## src/rtl/array_addition.sv

```systemverilog
// Registered element-wise adder for two packed unsigned arrays, with per-lane carry flags.
// Optional saturating lanes when ARRAY_ADD_SAT_EN is defined; wrap-around otherwise.
module array_addition #(
  parameter int ELEM_W = 3,
  parameter int N_ELEM = 9
) (
  input  logic                       clk,
  input  logic                       rst,
  input  logic                       in_valid,
  input  logic [N_ELEM*ELEM_W-1:0]   flatArray1,
  input  logic [N_ELEM*ELEM_W-1:0]   flatArray2,
  output logic                       out_valid,
  output logic [N_ELEM*ELEM_W-1:0]   flatResult,
  output logic [N_ELEM-1:0]          overflow
);

  logic [N_ELEM*ELEM_W-1:0] w_res;
  logic [N_ELEM-1:0]        w_ovf;

  logic                     r_valid;
  logic [N_ELEM*ELEM_W-1:0] r_res;
  logic [N_ELEM-1:0]        r_ovf;

  // Each lane is its own ELEM_W+1 bit add, so no carry can leak into a neighbour.
  for (genvar g = 0; g < N_ELEM; g++) begin : g_lane
    logic [ELEM_W:0] w_full;

    assign w_full   = {1'b0, flatArray1[g*ELEM_W +: ELEM_W]}
                    + {1'b0, flatArray2[g*ELEM_W +: ELEM_W]};
    assign w_ovf[g] = w_full[ELEM_W];

`ifdef ARRAY_ADD_SAT_EN
    assign w_res[g*ELEM_W +: ELEM_W] = w_full[ELEM_W] ? {ELEM_W{1'b1}}
                                                      : w_full[ELEM_W-1:0];
`else
    assign w_res[g*ELEM_W +: ELEM_W] = w_full[ELEM_W-1:0];
`endif
  end

  // Data registers hold their last sum while idle; only the strobe drops.
  always_ff @(posedge clk) begin
    if (rst) begin
      r_valid <= 1'b0;
      r_res   <= '0;
      r_ovf   <= '0;
    end else begin
      r_valid <= in_valid;
      if (in_valid) begin
        r_res <= w_res;
        r_ovf <= w_ovf;
      end
    end
  end

  assign out_valid  = r_valid;
  assign flatResult = r_res;
  assign overflow   = r_ovf;

endmodule

```

## config.mk

```make
export PLATFORM = sky130hd
export DESIGN_NAME = array_addition
export DESIGN_NICKNAME = d
export VERILOG_FILES = /design/src/rtl/array_addition.sv
export SDC_FILE = /design/constraint.sdc
export NUM_CORES = 1
export LEC_CHECK = 0
export CORE_MARGIN = 2
export CORE_UTILIZATION = 30
export CTS_BUF_LIST = sky130_fd_sc_hd__clkbuf_8
export CTS_CLUSTER_SIZE = 16
export DETAILED_ROUTE_END_ITERATION = 8
export PLACE_DENSITY = 0.64
export SLEW_MARGIN = 25
export SYNTH_ARGS = -nofsm -noshare
export SYNTH_HDL_FRONTEND = slang
export SYNTH_SLANG_ARGS = --single-unit
```

## constraint.sdc

```tcl
create_clock -name clk -period 1.4 [get_ports clk]
set_input_delay 0.42 -clock clk [delete_from_list [all_inputs] [get_ports clk]]
set_output_delay 0.42 -clock clk [all_outputs]
set_load 0.01 [all_outputs]
```

Word level (Yosys, flattened, before mapping)
Cells that the tools add are included.
{"block": "totals", "reg_bits": 37, "word_cells": 12, "out_inout_bits": 37, "in_bits": 57}
{"block": "op_classes", "n_addsub": 9}
{"op": "$add A3 B3 Y4", "count": 9}

Logic depth before layout (Yosys ltp)
{"block": "depth", "ltp_word": 1, "mapped_depth": 6}

Worst setup path before layout
No wires, ideal clock.
{"block": "synth_path", "path_kind": "in2reg", "start": "in flatArray1[0]", "end": "reg r_res[2], in the netlist flatResult[2]", "slack_ns": 0.001, "setup_ns": 0.086, "arrival_time_ns": 1.314, "t_required_ns": 1.314, "stages": 4, "path_buffers": 0, "cell_sequence": "ha_1 -> fa_1 -> xnor2_1 -> a211oi_1"}
{"block": "synth_between", "elab_chain_len": 1}
{"element": "start: declaration", "line_no": "10", "rtl": "input logic [N_ELEM*ELEM_W-1:0] flatArray1,"}
{"element": "$add A3 B3 Y4", "line_no": "29", "rtl": "+ {1'b0, flatArray2[g*ELEM_W +: ELEM_W]};"}
{"element": "end signal: assignment", "line_no": "49", "rtl": "r_res <= w_res;"}
{"element": "end: declaration", "line_no": "21", "rtl": "logic [N_ELEM*ELEM_W-1:0] r_res;"}
No other way between the ends.
A chain may end at the register's enable or synchronous reset.

Final worst setup path
{"block": "layout_path", "start": "reg r_res[23], in the netlist flatResult[23]", "end": "out flatResult[23]"}
{"element": "end: declaration", "line_no": "13", "rtl": "output logic [N_ELEM*ELEM_W-1:0] flatResult,"}
No word-level cell between the ends.

==> results.py <==
metrics = {
    "power": {
        "leakagePower_nw": 1.62,
        "pwr-share-comb_pct": 28.7,
        "clkPwrFrac_pct": 28.6,
        "switching_power_mw": 0.793,
        "p_per_area_nw_per_um2": 842,
        "internal_power_mw": 1.99,
        "seqPwrFrac_pct": 42.7,
        "swShare_pct": 28.5,
        "vdd_drop_max_mv": 0.326,
    },
    "yosys": {
        "synth.most_common_cell": "dfxtp_1",
        "synth_edf_count": 0,
        "ys_ff_latch": 37,
        "synth_seq_area_share_pct": 34.8,
        "syn_area_um2": 2130,
        "yosys.cell_types.count": 18,
        "yosys-top-cells-count": "dfxtp_1 (37), ha_1 (27), nor2_1 (25)",
        "synth_nets": 282,
        "yosysTopAreaCell": "dfxtp_1",
        "yosysWarnings": 0,
        "synth_top_area_share_pct": 34.8,
        "syn-instance-count": 189,
        "syn_area_per_cell_um2": 11.3,
        "synth-async-reset-ratio_pct": 0,
        "ys_top_cells_by_area": "dfxtp_1 (35%), ha_1 (16%), fa_1 (8.5%)",
        "synth-main-ff-cell": "dfxtp_1",
    },
    "cells_and_area": {
        "area_growth_pct": 55.3,
        "num-fill-cells": 685,
        "multi_input_area_um2": 1360,
        "seq_area_um2": 741,
        "diodes": 0,
        "drive_gt1_share_pct": 25.3,
        "final_cell_area_um2": 3300,
        "final_net_count": 380,
    },
    "clock_tree": {
        "clk_pin_slew_ps": 80,
        "cts.sinks": 37,
        "clock_latency_ps": 290,
        "root_buffer": "clkbuf_8",
        "cts_max_path_buffers": 2,
        "cts_tree": "done",
        "cts_buffers": 5,
        "holdBufCountCts": 0,
        "htreeDepth": 2,
    },
    "detailed_routing": {
        "ant_nets": 0,
        "viasPerCell": 4.38,
        "vias": 1683,
        "route.detailed.drc": 0,
        "drtIter0Drc": 28,
        "routed_wl_mm": 4.62,
        "first_pass_iters": 4,
        "wl_per_cell_um": 12.0,
    },
    "sta": {
        "slew_headroom_pct": 82.5,
        "fin_crit_ps": 1360,
        "slew_viol_final": 0,
        "rsz0062_at_grt": "false",
        "holdWs_ps": 465,
        "min_period_over_period_pct": 97.2,
        "skew_ps": 0,
        "setup_viol": 0,
        "hold_viol": 0,
        "max_freq_mhz": 735,
        "setup_tns_ps": 0,
        "worstMarginPinSlew_ps": 262,
    },
    "die": {
        "fp.dieArea_um2": 7780,
        "start_util_pct": 31.1,
        "die_h_um": 88.2,
        "num_io_pins": 94,
        "core_area_um2": 6830,
        "num_rows": 30,
        "fp.dieW_um": 88.2,
    },
    "critical_path": {
        "cp.required_ps": 980,
        "cp_num_buf_inv": 1,
        "cp-start-kind": "flop",
        "crit_start": "flatResult[23]",
        "worstPathCellList": "dlygate4sd2_1",
        "critPathSlowestCell": "dfxtp_1",
        "crit_type": "reg -> out",
        "max_stage_delay_ps": 360,
        "cp.arrival_ps": 940,
        "reg2reg_from": "flatResult[5]",
        "crit_path_max_fanout": 2,
        "critPathTopFamily": "flip-flops",
        "endpoint_kind": "primary output",
    },
    "global_routing": {
        "first_global_vias": 1675,
        "antenna_found_initial": 0,
        "grt_start_max_net_pins": 24,
        "grt_pass1_wl_mm": 7.47,
        "track_usage_pct": 12.3,
        "gr-total-overflow": 0,
    },
    "min_path": {
        "hp-start": "rst",
        "min_path_type": "in -> reg",
    },
    "placed_design": {
        "gp_congestion": 0.706,
        "dp_hpwl_mm": 3.54,
        "io_buffers": 93,
        "placed_area_um2": 3150,
    },
    "outcome": {
        "status": "completed",
    },
    "flow_run": {
        "drv_cap": 0,
    },
}
## cell usage in the layout, fill, tap and decap left out, drive strengths merged
cell type and count:
nor2b 1, a211oi 18, inv 6, mux2i 18
dlygate4sd2 64, dfxtp 37, clkdlybuf4s50 18, dlymetal6s2s 7
clkbuf 7, clkinv 2, a21oi 9, ha 27
xnor2 9, nor2 36, clkdlybuf4s15 1, a21o 9
buf 10, fa 9
## worst paths after layout
check	to	slack [ps]	cells past startpoint
worst max-delay path	flatResult[23]	40	1
worst max register to register	flatResult[5]	730	2
worst min register to register	flatResult[25]	460	2
worst min-delay path	flatResult[18]	460	2
## power by group through the flow
stage | logic [mW] | clock network [mW] | registers (mW)
floorplan | 0.380 | 0 | 1.26
global placement | 0.830 | 0 | 1.22
detailed placement | 0.843 | 0 | 1.22
CTS | 0.809 | 0.837 | 1.19
global route | 0.891 | 0.876 | 1.20
finish | 0.798 | 0.795 | 1.19
## repair_timing
| action | in CTS | in global routing |
|---|---|---|
| gates resized for setup | 93 | 14 |
| cloned | 0 | 0 |
| endpoints found under the setup margin | 60 | 14 |
| buffers inserted | 3 | 0 |
| pin swaps | 36 | 1 |
## through the flow
step / setup WS, ps / utilization [%] / std cells / total power [mW]
2_1_floorplan: 0.575 / - / 189 / 1.64
3_3_place_gp: -489 / 46.0 / 373 / 2.05
3_5_place_dp: -513 / 46.0 / 373 / 2.06
4_1_cts: 1.89 / 47.9 / 384 / 2.84
5_1_grt: 0.443 / 48.4 / 384 / 2.97
6_report: 38.6 / 48.4 / 384 / 2.78
## routing by layer
| metal | vias up | part of all wire [%] | global-route usage [%] |
|---|---|---|---|
| met3 | 4 | 7.6 | 4.05 |
| met1 | 774 | 45 | 14.6 |
| li1 | 853 | - | - |
| met4 | 0 | 1.0 | 4.96 |
| met2 | 52 | 46 | 20.6 |
| met5 | - | 0 | 0 |
## logic make-up after synthesis
logic type,Yosys count,synth area share (%)
and+or+nand+nor,37,7.94
DFF,37,34.8
AOI/OAI and AO/OA,36,14.5
adders and majority gates,36,24.4
muxes,18,8.47
buffers and inverters,16,6.23
xor gates and xnor gates,9,3.71
## sequential cells by signal (all words and copies together), names as in the netlist
signal      count
flatResult     27
out_valid       1
overflow        9
## final cells by class
class / instances / share of cell area, %
sequential: 37 / 22.4
tap: 96 / 3.64
inverter: 6 / 0.682
clock buffer: 6 / 2.50
timing repair buffer: 101 / 29.2
clock inverter: 2 / 0.417
multi-input combinational: 136 / 41.2
(Power assumes the default switching activity.)
